**src/rtl/regfile_nr1w.sv**
```systemverilog
// regfile_nr1w: parametrised register file with NUM_RD read ports and one write port,
// optional hardwired zero register, write-to-read bypass and registered read outputs.
module regfile_nr1w #(
    parameter int WIDTH    = 32,
    parameter int ADDR_W   = 5,
    parameter int NUM_RD   = 2,
    parameter int ZERO_REG = 1,
    parameter int BYPASS   = 1,
    parameter int RD_REG   = 0
) (
    input  logic                     clk,
    input  logic                     rst_n,
    input  logic                     wr_en,
    input  logic [ADDR_W-1:0]        wr_addr,
    input  logic [WIDTH-1:0]         wr_data,
    input  logic [NUM_RD*ADDR_W-1:0] rd_addr,
    output logic [NUM_RD*WIDTH-1:0]  rd_data
);
    localparam int DEPTH = 2 ** ADDR_W;
    logic [WIDTH-1:0]        mem [DEPTH];
    logic [NUM_RD*WIDTH-1:0] rd_word;
    always_ff @(posedge clk)
        if (!rst_n)
            for (int i = 0; i < DEPTH; i++) mem[i] <= '0;
        else if (wr_en && !(ZERO_REG != 0 && wr_addr == '0))
            mem[wr_addr] <= wr_data;
    genvar p;
    for (p = 0; p < NUM_RD; p++) begin : g_rd
        logic [ADDR_W-1:0] a;
        assign a = rd_addr[p*ADDR_W +: ADDR_W];
        // zero register wins over bypass so r0 never leaks a dropped write
        assign rd_word[p*WIDTH +: WIDTH] = (ZERO_REG != 0 && a == '0) ? '0 :
                                           (BYPASS != 0 && wr_en && wr_addr == a) ? wr_data :
                                           mem[a];
    end
    if (RD_REG != 0) begin : g_reg
        always_ff @(posedge clk)
            rd_data <= rst_n ? rd_word : '0;
    end else begin : g_comb
        assign rd_data = rd_word;
    end
endmodule

```
**config.mk**
```make
export PLATFORM = sky130hd
export DESIGN_NAME = regfile_nr1w
export DESIGN_NICKNAME = d
export VERILOG_FILES = /design/src/rtl/regfile_nr1w.sv
export SDC_FILE = /design/constraint.sdc
export NUM_CORES = 2
export LEC_CHECK = 0
export BUFFER_PORTS_ARGS = -buffer_cell sky130_fd_sc_hd__buf_4
export CORE_MARGIN = 2
export CORE_UTILIZATION = 55
export DETAILED_ROUTE_END_ITERATION = 10
export PLACE_DENSITY = 0.7
export SLEW_MARGIN = 10
export SYNTH_ARGS = -nofsm -noshare
export SYNTH_HDL_FRONTEND = slang
export SYNTH_SLANG_ARGS = --single-unit
```
**constraint.sdc**
```tcl
create_clock -name clk -period 10.45 [get_ports clk]
set_clock_uncertainty 0.15 [all_clocks]
set_input_delay 2.09 -clock clk [delete_from_list [all_inputs] [get_ports clk]]
set_output_delay 2.09 -clock clk [all_outputs]
set_load 0.01 [all_outputs]
```
---- Yosys cells after proc, flatten, opt, wreduce, memory -nomap -nowiden ----
Memory sizes are Yosys's and may differ from the RTL's.
Index checks and enable logic that the tools add are counted.
W data, S select, Z words.
word-level totals
  register bits ........................... 0
  memory bits (writable) .................. 1024
  input port bits ......................... 50
  memories kept ........................... 1
memory list
  name  depth  bits a word  read ports  clocked after memory_dff  write ports  RTL line  RTL
  mem   32     32           2           0                         32           20        logic [WIDTH-1:0] mem [DEPTH];
cells by class
  equality and inequality tests ........... 2
  multiplexer cells ....................... 11
  reduce and logical (&&, ||, !) cells .... 8
operators by type and width
  kind                 count
  $mux W32             5
  $reduce_or A32 Y1    1
  $logic_not A5 Y1     3
  $eq A5 B5 Y1         2
  $mux W1              5
  $mux W5              1
  $logic_and A1 B1 Y1  3
  $logic_not A1 Y1     1

---- Depth between registers and ports, before layout ----
  depth in word-level cells ............... 8
  mapped depth ............................ 10

---- Worst setup path before layout ----
No wires, ideal clock.
  path kind ............................... input -> output
  from .................................... input rd_addr[5]
  to ...................................... output rd_data[40]
  data arrival time ....................... 3911 ps
  data required time ...................... 8210 ps
  path slack .............................. 4299 ps
  cell stages on the path ................. 9
  path through ............................ buf_2 -> buf_6 -> buf_2 -> buf_2 -> mux2i_1 -> o22ai_1 -> a2111oi_0 -> a21oi_1 -> a22o_1
on the way
  word-level cells in the longest chain between the ends .. 4
  elaborated cells between the ends (all ways) .. 6
  those cells by class .................... eq/ne: 1; mux: 2; reduce/logical: 2; memory: 1
RTL lines
  item                                                                     RTL line  RTL
  start: declaration                                                       16        input logic [NUM_RD*ADDR_W-1:0] rd_addr,
  parallel branches: the longest is 3 deep, another holds $mem_v2 Z32 W32  --
  $mux W32 *                                                               32        assign rd_word[p*WIDTH +: WIDTH] = (ZERO_REG != 0 && a == '0) ? '0 :
  end: declaration                                                         17        output logic [NUM_RD*WIDTH-1:0] rd_data
Every way passes the cells marked *.

---- Final worst setup path ----
Ends and elaborated chain as after synthesis.

==> metrics <==
failing checks max-capacitance violations; final hold vios 0; footprint of the multi-input gates approximately 0.023 mm²; max_slew headroom 0.0235; share of layout cells above drive strength 1 0.230; max FFs per register roughly 1,000; initial core utilization 0.556; Max IR drop VDD 0.142 mV; ys async rst share 0; status complete, but fails checks; HP Class in2reg; Routed Antenna Nets 0; number of synthesized register bits between 1,000 and 1,500; CTS Sinks 1,024; Cell variety after synth 51; port buffer count 113; power density over the cells roughly 170 mW/mm²; combinational share of power 0.130; Leak Pwr around 21 nW; vias in the first global route roughly 37,000; I/O Pins between 100 and 150; Filler cells about 7,300; final RePlAce weighted congestion ~0.95; period utilization 0.774; Least-Margin Pin Slew between 1 and 1.5 ns; leading area contributor after synthesis edfxtp_1; fin crit period roughly 8.1 ns; gate count after technology mapping around 3,700; synthesized area 0.0547 mm²; most frequent cells after synthesis edfxtp_1, and2_1, mux4_2; Max-Cap Viols 1; hold_sp wr_data[12]; P&R area growth vs syn 10.6%; CP Data Arrival Time slightly below 6 ns; Psw 0.00257 W; placed cells 4,869; TNS Setup 0 ns; Cell Int Power roughly 0.0074 W; clk slew on worst S/H paths approximately 0.070 ns; die area between 0.1 and 0.15 mm²; Syn Area/Cell between 10 and 15 µm²; top post-synthesis cells by area edfxtp_1, mux4_2, and2_1, mux2i_1, clkbuf_1; Flop pwr share 0.486; DRC viols 0; initial DRC count ~6,300; global-route wire length before repair 267,000 µm; Hold EP mem[29][12]; Cell Rows around 120; clock network fraction of total power 0.384; most common cell in the netlist edfxtp_1; final net count 3,746; Data required, critical path 8.21 ns; H-tree depth 3; Worst Setup End Kind output pin; main flop type after synthesis edfxtp_1; largest net degree at the start of global routing 87; post-synthesis sequential area ratio 0.562; RSZ-0062 raised after global routing no; Sw Share 0.257; yosys warns 0; WL/cell about 37 µm; Final Non-Filler Cells between 5,000 and 6,000; hold path depth 2; vias per cell just over 7; Post-synth EDFFs 1,024; Num CTS Buffers 111; clock tree buffer depth 3; core footprint just under 0.1 mm²; die boundary width between 300 and 400 µm; CP Max Fanout 84; CTS resizes 0; total gr overflow 0; initial antenna violation count 14; hold_buf cts 0; Reg with most FFs mem; pins over their slew limit 0; Initial DRT Pass Iterations 6; CTS tree built; Die Y between 300 and 400 µm; fmax around 120 MHz; Startpoint Class input port; final wirelength about 190,000 µm; biggest regs mem: 1024 flops; Tot GR Track Use 0.371; Setup-failing EPs final 0; postcts setup bufs 0; critical path class in2out; Synth top area share 0.562; vias 36,600; Worst Setup SP rd_addr[5]; post-DP HPWL 115,000 µm; Storage cell area ~0.031 mm²; clk root buf clkbuf_16
## cells by family (layout without fill, tap and decap cells)
logic type      Yosys count  count (layout)  share of synthesized area
xor+xnor                 10              10                    0.00160
compound gates          500             500                     0.0674
simple gates           1114            1114                      0.124
mux                     674             674                      0.212
buf+inv                 421             435                     0.0327
other cells               1              37                  0.0000686
flops                  1024            1024                      0.562
## worst max-delay path, stage by stage
cell	delay, ns
buf_8	0.74
buf_4	0.45
mux4_2	0.54
a22o_1	0.32
a2111oi_0	0.92
a21oi_1	0.25
a22o_1	0.29
buf_4	0.15
## worst max path at each step
stage                        endpoint  cells after the start
after floorplan           rd_data[40]                      9
after global placement    rd_data[33]                      7
after detailed placement  rd_data[33]                      7
after CTS                 rd_data[33]                      7
after global routing      rd_data[40]                      8
final                     rd_data[40]                      8
## layout make-up
cell class / count / share of cell area
diodes: 5 / 0.000207
multi-input cells: 2330 / 0.377
repair buffers: 226 / 0.0299
clock inverters: 70 / 0.00858
inverters: 3 / 0.000186
well taps: 1287 / 0.0266
clock buffers: 136 / 0.0492
flip-flops and latches: 1024 / 0.508
## through the flow
| step | util | setup slack, ns | hold slack [ns] | total power [W] | area [µm²] |
|---|---|---|---|---|---|
| 2_1_floorplan | - | 4.30 | 2.14 | 0.00566 | 54800 |
| 3_3_place_gp | 0.579 | 2.47 | 2.47 | 0.00617 | 57000 |
| 3_5_place_dp | 0.579 | 2.43 | 2.48 | 0.00621 | 57000 |
| 4_1_cts | 0.614 | 2.42 | 1.74 | 0.00997 | 60500 |
| 5_1_grt | 0.615 | 2.27 | 1.78 | 0.0102 | 60500 |
| 6_report | 0.615 | 2.36 | 1.77 | 0.0100 | 60500 |
## power groups by stage
stage	Clock [W]	Combinational, W	Sequential (W)
after floorplan	0	0.000753	0.00491
after global placement	0	0.00125	0.00492
after detailed placement	0	0.00126	0.00495
after CTS	0.00385	0.00126	0.00486
after global routing	0.00401	0.00132	0.00489
final	0.00384	0.00130	0.00487
## routing by layer
layer	up-vias	wire (µm)	GRT usage
met4	10	15000	0.239
met2	3021	84400	0.561
met3	691	24700	0.0902
li1	14400	-	-
met1	18400	64700	0.483
met5	-	66	0
## layout by cell type (no fill, tap or decap), drive strengths merged, types with 41 or more instances in the layout
cell    synthesis  layout
a21oi          78      78
a22o           55      55
a22oi         133     133
and2          996     996
buf           117     224
clkbuf        301     138
clkinv          0      55
edfxtp       1024    1024
mux2i         281     281
mux4          388     388
nor2           43      43
o221ai         42      42
o22ai          41      41
Note: power is estimated with default switching activity, not from simulation.
